==> src/rtl/morse_symbol_timer.sv <==
// Morse key timing front end: classifies presses as dot/dash, detects character
// and word gaps, and packs symbols MSB-first into a 5-bit code with a length.
module morse_symbol_timer #(
  parameter int DASH_TICK_COUNT           = 30_000_000,
  parameter int ILLEGAL_SYMBOL_TICK_COUNT = 100_000_000,
  parameter int CHAR_TICK_COUNT           = 175_000_000,
  parameter int WORD_TICK_COUNT           = 250_000_000,
  parameter int CNT_W                     = 28
) (
  input  logic       clk,
  input  logic       rst_n,
  input  logic       btn_i,
  output logic       sym_valid_o,
  output logic       sym_o,
  output logic       char_valid_o,
  output logic [4:0] char_code_o,
  output logic [2:0] char_len_o,
  output logic       word_end_o,
  output logic       illegal_o,
  output logic [1:0] dbg_state_o
);

  typedef enum logic [1:0] {
    S_IDLE  = 2'd0,
    S_PRESS = 2'd1,
    S_GAP   = 2'd2,
    S_ERR   = 2'd3
  } state_t;

  localparam logic [CNT_W-1:0] L_DASH    = CNT_W'(DASH_TICK_COUNT);
  localparam logic [CNT_W-1:0] L_ILLEGAL = CNT_W'(ILLEGAL_SYMBOL_TICK_COUNT);
  localparam logic [CNT_W-1:0] L_CHAR    = CNT_W'(CHAR_TICK_COUNT);
  localparam logic [CNT_W-1:0] L_WORD    = CNT_W'(WORD_TICK_COUNT);
  localparam logic [CNT_W-1:0] L_ONE     = CNT_W'(1);

  state_t           r_state;
  logic [CNT_W-1:0] r_press_cnt;
  logic [CNT_W-1:0] r_gap_cnt;
  logic [4:0]       r_acc_code;
  logic [2:0]       r_acc_len;
  logic             r_sym_valid;
  logic             r_sym;
  logic             r_char_valid;
  logic [4:0]       r_char_code;
  logic [2:0]       r_char_len;
  logic             r_word_end;
  logic             r_illegal;

  logic [CNT_W-1:0] w_press_inc;
  logic [CNT_W-1:0] w_gap_inc;
  logic             w_sym;
  logic [4:0]       w_new_code;

  // Counters hold at all-ones rather than wrapping.
  assign w_press_inc = (r_press_cnt == '1) ? r_press_cnt : r_press_cnt + L_ONE;
  assign w_gap_inc   = (r_gap_cnt == '1) ? r_gap_cnt : r_gap_cnt + L_ONE;
  assign w_sym       = (r_press_cnt >= L_DASH);

  always_comb begin
    w_new_code = r_acc_code;
    case (r_acc_len)
      3'd0:    w_new_code[4] = w_sym;
      3'd1:    w_new_code[3] = w_sym;
      3'd2:    w_new_code[2] = w_sym;
      3'd3:    w_new_code[1] = w_sym;
      3'd4:    w_new_code[0] = w_sym;
      default: w_new_code = r_acc_code;
    endcase
  end

  always_ff @(posedge clk) begin
    if (!rst_n) begin
      r_state      <= S_IDLE;
      r_press_cnt  <= '0;
      r_gap_cnt    <= '0;
      r_acc_code   <= '0;
      r_acc_len    <= '0;
      r_sym_valid  <= 1'b0;
      r_sym        <= 1'b0;
      r_char_valid <= 1'b0;
      r_char_code  <= '0;
      r_char_len   <= '0;
      r_word_end   <= 1'b0;
      r_illegal    <= 1'b0;
    end else begin
      r_sym_valid  <= 1'b0;
      r_sym        <= 1'b0;
      r_char_valid <= 1'b0;
      r_word_end   <= 1'b0;
      r_illegal    <= 1'b0;
      case (r_state)
        S_IDLE: begin
          if (btn_i) begin
            r_press_cnt <= L_ONE;
            r_state     <= S_PRESS;
          end
        end
        S_PRESS: begin
          if (btn_i) begin
            r_press_cnt <= w_press_inc;
            if (w_press_inc == L_ILLEGAL) begin
              r_illegal  <= 1'b1;
              r_acc_code <= '0;
              r_acc_len  <= '0;
              r_state    <= S_ERR;
            end
          end else if (r_acc_len < 3'd5) begin
            r_acc_code  <= w_new_code;
            r_acc_len   <= r_acc_len + 3'd1;
            r_sym_valid <= 1'b1;
            r_sym       <= w_sym;
            r_gap_cnt   <= L_ONE;
            r_state     <= S_GAP;
          end else begin
            // A sixth symbol cannot be represented; drop the whole character.
            r_illegal  <= 1'b1;
            r_acc_code <= '0;
            r_acc_len  <= '0;
            r_state    <= S_IDLE;
          end
        end
        S_GAP: begin
          if (btn_i) begin
            r_press_cnt <= L_ONE;
            r_state     <= S_PRESS;
          end else begin
            r_gap_cnt <= w_gap_inc;
            if (w_gap_inc == L_CHAR && r_acc_len != 3'd0) begin
              r_char_valid <= 1'b1;
              r_char_code  <= r_acc_code;
              r_char_len   <= r_acc_len;
              r_acc_code   <= '0;
              r_acc_len    <= '0;
            end
            if (w_gap_inc == L_WORD) begin
              r_word_end <= 1'b1;
              r_state    <= S_IDLE;
            end
          end
        end
        S_ERR: begin
          if (!btn_i) begin
            r_state <= S_IDLE;
          end
        end
        default: r_state <= S_IDLE;
      endcase
    end
  end

  assign sym_valid_o  = r_sym_valid;
  assign sym_o        = r_sym;
  assign char_valid_o = r_char_valid;
  assign char_code_o  = r_char_code;
  assign char_len_o   = r_char_len;
  assign word_end_o   = r_word_end;
  assign illegal_o    = r_illegal;
  assign dbg_state_o  = r_state;

endmodule
==> config.mk <==
export PLATFORM = sky130hd
export DESIGN_NAME = morse_symbol_timer
export DESIGN_NICKNAME = d
export VERILOG_FILES = /design/src/rtl/morse_symbol_timer.sv
export SDC_FILE = /design/constraint.sdc
export NUM_CORES = 1
export LEC_CHECK = 0
export ABC_AREA = 1
export BUFFER_PORTS_ARGS = -buffer_cell sky130_fd_sc_hd__clkbuf_2
export CAP_MARGIN = 20
export CORE_ASPECT_RATIO = 1.1
export CORE_UTILIZATION = 25
export DETAILED_ROUTE_END_ITERATION = 7
export REMOVE_ABC_BUFFERS = 1
export SYNTH_ARGS = -nofsm -noshare
export SYNTH_HDL_FRONTEND = slang
export SYNTH_SLANG_ARGS = --single-unit
export TNS_END_PERCENT = 1
==> constraint.sdc <==
create_clock -name clk -period 6.2 [get_ports clk]
set_clock_uncertainty 0.1 [all_clocks]
set_input_delay 1.24 -clock clk [delete_from_list [all_inputs] [get_ports clk]]
set_output_delay 1.24 -clock clk [all_outputs]
set_load 0.1 [all_outputs]
==> results of run 1 <==
kinds of logic (layout without fill, tap and decap cells):
| family | after synthesis | count (layout) | share of synthesized area [%] |
|---|---|---|---|
| AO/OA/AOI/OAI | 111 | 111 | 10.7 |
| XOR/XNOR | 24 | 24 | 3.80 |
| adder cells (fa/ha/maj) | 8 | 8 | 1.81 |
| buffers and inverters | 121 | 132 | 8.91 |
| flip-flops | 79 | 79 | 28.6 |
| AND/OR/NAND/NOR | 582 | 582 | 46.2 |
sequential cells by signal, indices dropped and copies added, names as in the netlist:
signal	count
r_gap_cnt	28
r_press_cnt	28
char_code_o	5
r_acc_code	5
char_len_o	3
r_acc_len	3
dbg_state_o	2
char_valid_o	1
illegal_o	1
sym_o	1
sym_valid_o	1
word_end_o	1
worst max-delay path: cells and delay by family, from the launching register on:
kind                       cells  cell delay [ns]
and+or+nand+nor               13             2.22
adders and majority gates      1             0.35
buffers and inverters          1             0.04
DFF                            1             0.50
how the worst min path moves through the flow:
stage	start	depth (start not counted)	end	slack, ns
after floorplan	r_acc_code[1]	2	r_acc_code[1]	0.34
after global placement	char_len_o[2]	2	char_len_o[2]	0.33
after detailed placement	char_code_o[3]	2	char_code_o[3]	0.34
after CTS	char_code_o[3]	2	char_code_o[3]	0.35
after global routing	char_code_o[1]	2	char_code_o[1]	0.38
final	char_len_o[0]	2	char_len_o[0]	0.34
power groups by stage:
stage	combinational (mW)	sequential (mW)	clock (mW)
floorplan	0.0492	0.536	0
global placement	0.0786	0.530	0
detailed placement	0.0791	0.530	0
CTS	0.0794	0.519	0.616
global route	0.0901	0.519	0.637
finish	0.0803	0.519	0.598
final cells by class:
class	count	area (um2)	area share [%]
Multi-Input combinational cell	725	3460	55.7
Sequential cell	79	1580	25.4
Inverter	97	365	5.88
Tap cell	290	363	5.84
Clock buffer	11	233	3.74
Timing Repair Buffer	20	115	1.85
Clock inverter	4	95.1	1.53
through the flow:
step,util (%),cell area [um2]
after floorplan,-,5410
after global placement,27.3,5870
after detailed placement,27.3,5870
after CTS,28.8,6200
after global routing,28.9,6220
final,28.9,6220
routing by layer:
metal | track usage [%] | vias up | share of wire, %
met5 | 0 | - | 0
li1 | - | 2968 | -
met4 | 5.57 | 0 | 2.7
met1 | 16.9 | 2594 | 46
met3 | 3.33 | 29 | 3.9
met2 | 24.9 | 125 | 47
cell usage in the layout (no fill, tap or decap), types with 2 or more instances in the layout:
| master | count |
|---|---|
| ha_1 | 8 |
| bufinv_16 | 3 |
| nor4_1 | 5 |
| a21oi_1 | 73 |
| inv_2 | 3 |
| clkbuf_2 | 17 |
| xor2_1 | 13 |
| nor2_2 | 10 |
| nand3_2 | 3 |
| clkbuf_16 | 9 |
| buf_4 | 2 |
| dfxtp_1 | 79 |
| nand2_4 | 5 |
| clkinv_1 | 2 |
| nor3_1 | 7 |
| nand3_1 | 64 |
| clkinv_2 | 2 |
| inv_1 | 91 |
| o21ai_1 | 3 |
| nor2_8 | 2 |
| nand3b_1 | 10 |
| nor2_4 | 3 |
| nand2_2 | 8 |
| o21bai_1 | 3 |
| o22ai_1 | 5 |
| xnor2_1 | 11 |
| a2bb2oi_1 | 3 |
| o21ai_0 | 20 |
| clkbuf_1 | 2 |
| nand2_1 | 318 |
| nand4_1 | 21 |
| nor2_1 | 123 |
==> key figures, run 1 <==
Outcome
  • Status: completed

STA
  • Fraction of the cycle the final worst path needs: 52.6%
  • Fin crit period: 3.26 ns
  • WHS: 0.345 ns
  • Max-slew violation count: 0
  • Peak Freq: 307 MHz
  • Final Setup Violations: 0
  • Setup slack after layout: 2.94 ns
  • Relative max-transition margin: 45.6%
  • Final hold violation count: 0
  • Measured slew at the worst slew-check pin: 0.812 ns
  • RSZ-0062 raised after global routing: false
  • Setup TNS: 0 ns

GRT
  • Largest net degree at the start of global routing: 37
  • All-Layer GR Usage: 14.3%
  • Initial antenna violation count: 0
  • Congestion Overflow GR: 0
  • Number of global-route vias before repair: 5339
  • First-pass GRT wire length: 25500 um

CTS
  • CTS tree: done
  • Clock Tree Root: clkbuf_16
  • CTS sink count: 79
  • Num CTS Buffers: 9
  • H-tree levels: 3
  • Postcts setup bufs: 0
  • Max Buffers Root-to-Sink: 2
  • Hold buffers post-CTS: 0
  • Post-CTS Resized: 0
  • Clock transition at the registers of the reported paths: 0.06 ns
  • Clk_lat worst skew: 0.34 ns

Critical path
  • CP peak stage delay: 0.50 ns
  • Worst setup path endpoint: r_acc_len[1]
  • Most used cell, CP: nor2_1
  • Setup CP Type: flip-flop to flip-flop
  • Startpoint Class: flip-flop
  • Reg2Reg Launch Point: r_press_cnt[0]
  • Crit-path cells: ha_1 -> nand3_1 -> nor2_1 -> nand2_1 -> nor2_1 -> nand3b_1 -> nand3_1 -> nand4_1 -> nor2_1 -> nand3_1 -> nand2_2 -> nand3_2 -> nand2_1 -> inv_1 -> nor2_1
  • CP Capture Type: flip-flop
  • Critical R2R Capture: r_acc_len[1]
  • Worst reg2reg path depth: 15
  • Worst endpoint required time: 6.38 ns
  • Setup crit start: r_press_cnt[0]
  • FF-to-FF setup slack: 2.94 ns
  • CP max FO: 14
  • Worst EP arrival: 3.44 ns
  • Slowest CP cell: dfxtp_1

Power
  • Gate power share: 6.7%
  • Seq pwr share: 43.3%
  • Switch share: 23.0%
  • Internal: 922 uW
  • Clock power share: 50.0%
  • P_leak: 2.41 nW
  • Total power draw: 1.20 mW
  • Pwr/cell area: 193 nW/um2
  • Peak VDD IR: 0.000108 V
  • Psw: 275 uW

Routing
  • Routed vias: 5716
  • DR vias/cell: 4.66
  • DR iter-0 viols: 380
  • DRC viols: 0
  • Drt first pass iters: 5
  • Avg WL per Cell: 12.9 um
  • ANT nets after route: 0
  • Routed WL: 15800 um

Placement
  • Gpl congestion: 0.948
  • DP HPWL: 12000 um
  • Port bufs: 17
  • Placed Cells: 1210
  • Pre-CTS setup slack: 2.70 ns

Die
  • Rows: 56
  • Width of the die: 144 um
  • Io pins: 18
  • Die Ht: 158 um
  • Die Area: 22700 um2
  • Initial Util: 25.7%
  • Core area: 21500 um2

Logic synthesis
  • Post-synthesis sequential area ratio: 28.6%
  • Synthesis Warnings: 0
  • Cell taking the most area after synthesis: dfxtp_1
  • Synth async-reset ratio: 0%
  • Area contributors post-synth: dfxtp_1, nand2_1, nor2_1, a21oi_1, inv_1
  • Post-Syn Area per Cell: 5.98 um2
  • Number of synthesized flops with an enable pin: 0
  • Most used standard cell by instance count after synthesis: nand2_1
  • Synth cell count leaders: nand2_1, nor2_1, inv_1
  • Synth Register Bits: 79
  • Most used DFF post-synth: dfxtp_1
  • Synth unique cells: 38
  • Mapped Cells: 925
  • Post-Syn Area: 5540 um2
  • Top-area cell type share of the netlist area: 28.6%

Job
  • Max-Cap Viols: 0

Final layout
  • Final Non-Filler Cells: 1226
  • # nets final: 943
  • Number of diodes: 0
  • Layout fillers: 2459
  • Layout area overhead: 12.3%
  • Layout cell share with drive strength beyond 1: 7.59%

Hold path
  • Worst Hold Class: flip-flop to flip-flop
Note: power is estimated with default switching activity, not from simulation.
==> run 2, diff against run 1 <==
==> constraint.sdc (replaced) <==
create_clock -name clk -period 2.7 [get_ports clk]
set_clock_uncertainty 0.1 [all_clocks]
set_input_delay 0.54 -clock clk [delete_from_list [all_inputs] [get_ports clk]]
set_output_delay 0.54 -clock clk [all_outputs]
set_load 0.1 [all_outputs]
==> key figures, run 2 (synthesis results as in run 1) <==
Routing
  • Avg WL per Cell: 13.6 um
  • DRC viols: 0
  • Routed WL: 17900 um
  • Routed vias: 6157
  • DR vias/cell: 4.67
  • DR iter-0 viols: 546
  • ANT nets after route: 0
  • Drt first pass iters: 5

CTS
  • CTS sink count: 79
  • Num CTS Buffers: 9
  • CTS tree: done
  • Max Buffers Root-to-Sink: 2
  • H-tree levels: 3
  • Clock Tree Root: clkbuf_16
  • Clock transition at the registers of the reported paths: 0.06 ns
  • Clk_lat worst skew: 0.35 ns

Power
  • Pwr/cell area: 369 nW/um2
  • Peak VDD IR: 0.000304 V
  • P_leak: 2.88 nW

Die
  • Die Ht: 158 um
  • Io pins: 18
  • Rows: 56
  • Width of the die: 144 um
  • Die Area: 22700 um2
  • Core area: 21500 um2
  • Initial Util: 25.7%

GRT
  • Initial antenna violation count: 0
  • All-Layer GR Usage: 16.1%
  • First-pass GRT wire length: 28300 um
  • Number of global-route vias before repair: 5618
  • Largest net degree at the start of global routing: 30
  • Congestion Overflow GR: 0

Outcome
  • Status: completed

Final layout
  • Finished Core Util: 33.3%
  • # nets final: 1035
  • Final Cell Area: 7170 um2
  • Final Non-Filler Cells: 1319
  • Layout cell share with drive strength beyond 1: 21.8%
  • Number of diodes: 0
  • Layout area overhead: 29.5%
  • Largest regs: r_gap_cnt x28, r_press_cnt x28
  • Layout fillers: 2395
  • Commonest non-fill, non-tap cell in the layout: nand2_1
  • Commonest cells after routing, fill and taps aside: nand2_1, nor2_1, inv_1, buf_4, a21oi_1

Critical path
  • Setup CP Type: flip-flop to flip-flop
  • CP Capture Type: flip-flop
  • Worst EP arrival: 2.76 ns
  • CP max FO: 5
  • Setup crit start: r_gap_cnt[1]
  • Startpoint Class: flip-flop
  • Worst endpoint required time: 2.90 ns
  • Reg2Reg Launch Point: r_gap_cnt[1]

STA
  • Fraction of the cycle the final worst path needs: 94.7%
  • Setup TNS: 0 ns
  • Final hold violation count: 0
  • Peak Freq: 391 MHz
  • Max-slew violation count: 0
  • WHS: 0.345 ns
  • Fin crit period: 2.56 ns
  • Measured slew at the worst slew-check pin: 0.595 ns
  • Final Setup Violations: 0
  • Relative max-transition margin: 60.5%

Job
  • Max-Cap Viols: 0

Placement
  • Post-place instance area: 6490 um2
  • Port bufs: 17
  • DP HPWL: 13800 um
  • Gpl congestion: 0.958
  • Placed Cells: 1289

Hold path
  • Worst Hold Class: flip-flop to flip-flop
  • Hold Path Origin: char_code_o[3]
==> run 2: cell types whose count changed in the layout (fill, tap and decap cells not counted), moves of 4 or more <==
cell | before | now
dfxtp_2 | 0 | 22
nor2_4 | 3 | 11
nand2_1 | 318 | 311
nand2_2 | 8 | 13
dfxtp_1 | 79 | 57
buf_4 | 2 | 87
nor2_2 | 10 | 18
buf_6 | 0 | 4
nor2_1 | 123 | 107
o21ai_2 | 0 | 4
==> run 2: cell type report <==
| type | count | area, um2 | area share (%) |
|---|---|---|---|
| Inverter | 97 | 367 | 5.11 |
| Sequential cell | 79 | 1610 | 22.4 |
| Multi-Input combinational cell | 727 | 3710 | 51.8 |
| Clock inverter | 4 | 45.0 | 0.628 |
| Clock buffer | 12 | 246 | 3.44 |
| Timing Repair Buffer | 110 | 823 | 11.5 |
| Tap cell | 290 | 363 | 5.06 |
==> run 2: path summary, 6_finish.rpt <==
| check | endpoint | slack, ns | depth (start not counted) |
|---|---|---|---|
| worst max-delay path | word_end_o | 0.14 | 17 |
| worst min-delay path | char_code_o[3] | 0.34 | 2 |
| worst max register to register | word_end_o | 0.14 | 17 |
| worst min register to register | char_code_o[3] | 0.34 | 2 |
==> run 2: worst max-delay path: stages, from the launching register on <==
cell	delay (ns)
dfxtp_2	0.35
buf_4	0.12
nand2_1	0.04
nor2_1	0.09
buf_4	0.15
nand2_1	0.09
nor2_4	0.17
nand2_1	0.07
nand2_1	0.06
nand2_1	0.10
buf_4	0.15
nand2_1	0.07
inv_1	0.04
nor2_1	0.14
nand3_1	0.15
nand3b_1	0.23
nor4_2	0.23
buf_4	0.17
==> run 2: routing by layer <==
| metal | vias up | GRT usage [%] | wire length, um |
|---|---|---|---|
| met1 | 2831 | 19.7 | 7930 |
| met2 | 138 | 27.8 | 8690 |
| li1 | 3157 | - | - |
| met4 | 0 | 5.37 | 479 |
| met3 | 31 | 3.48 | 822 |
| met5 | - | 0 | 0 |
==> run 2: metrics by stage <==
step	worst slack (ns)	power [mW]
floorplan	-0.428	1.34
global placement	-0.0604	1.42
detailed placement	-0.00893	1.42
CTS	0.0188	2.66
global route	-0.0349	2.75
finish	0.142	2.64
==> run 2: power breakdown <==
part / switching [mW] / internal [mW]
clock: 0.501 / 0.738
combinational: 0.155 / 0.0585
sequential: 0.0132 / 1.18
total: 0.669 / 1.97
==> run 2: repair_timing <==
| action | CTS | global route |
|---|---|---|
| endpoints found under the hold margin | 0 | 0 |
| endpoints found under the setup margin | 5 | 19 |
| hold buffers | 0 | 0 |
| gates cloned | 0 | 2 |
| setup buffers | 0 | 12 |
| gates resized for setup | 2 | 83 |
| pin swaps | 0 | 24 |
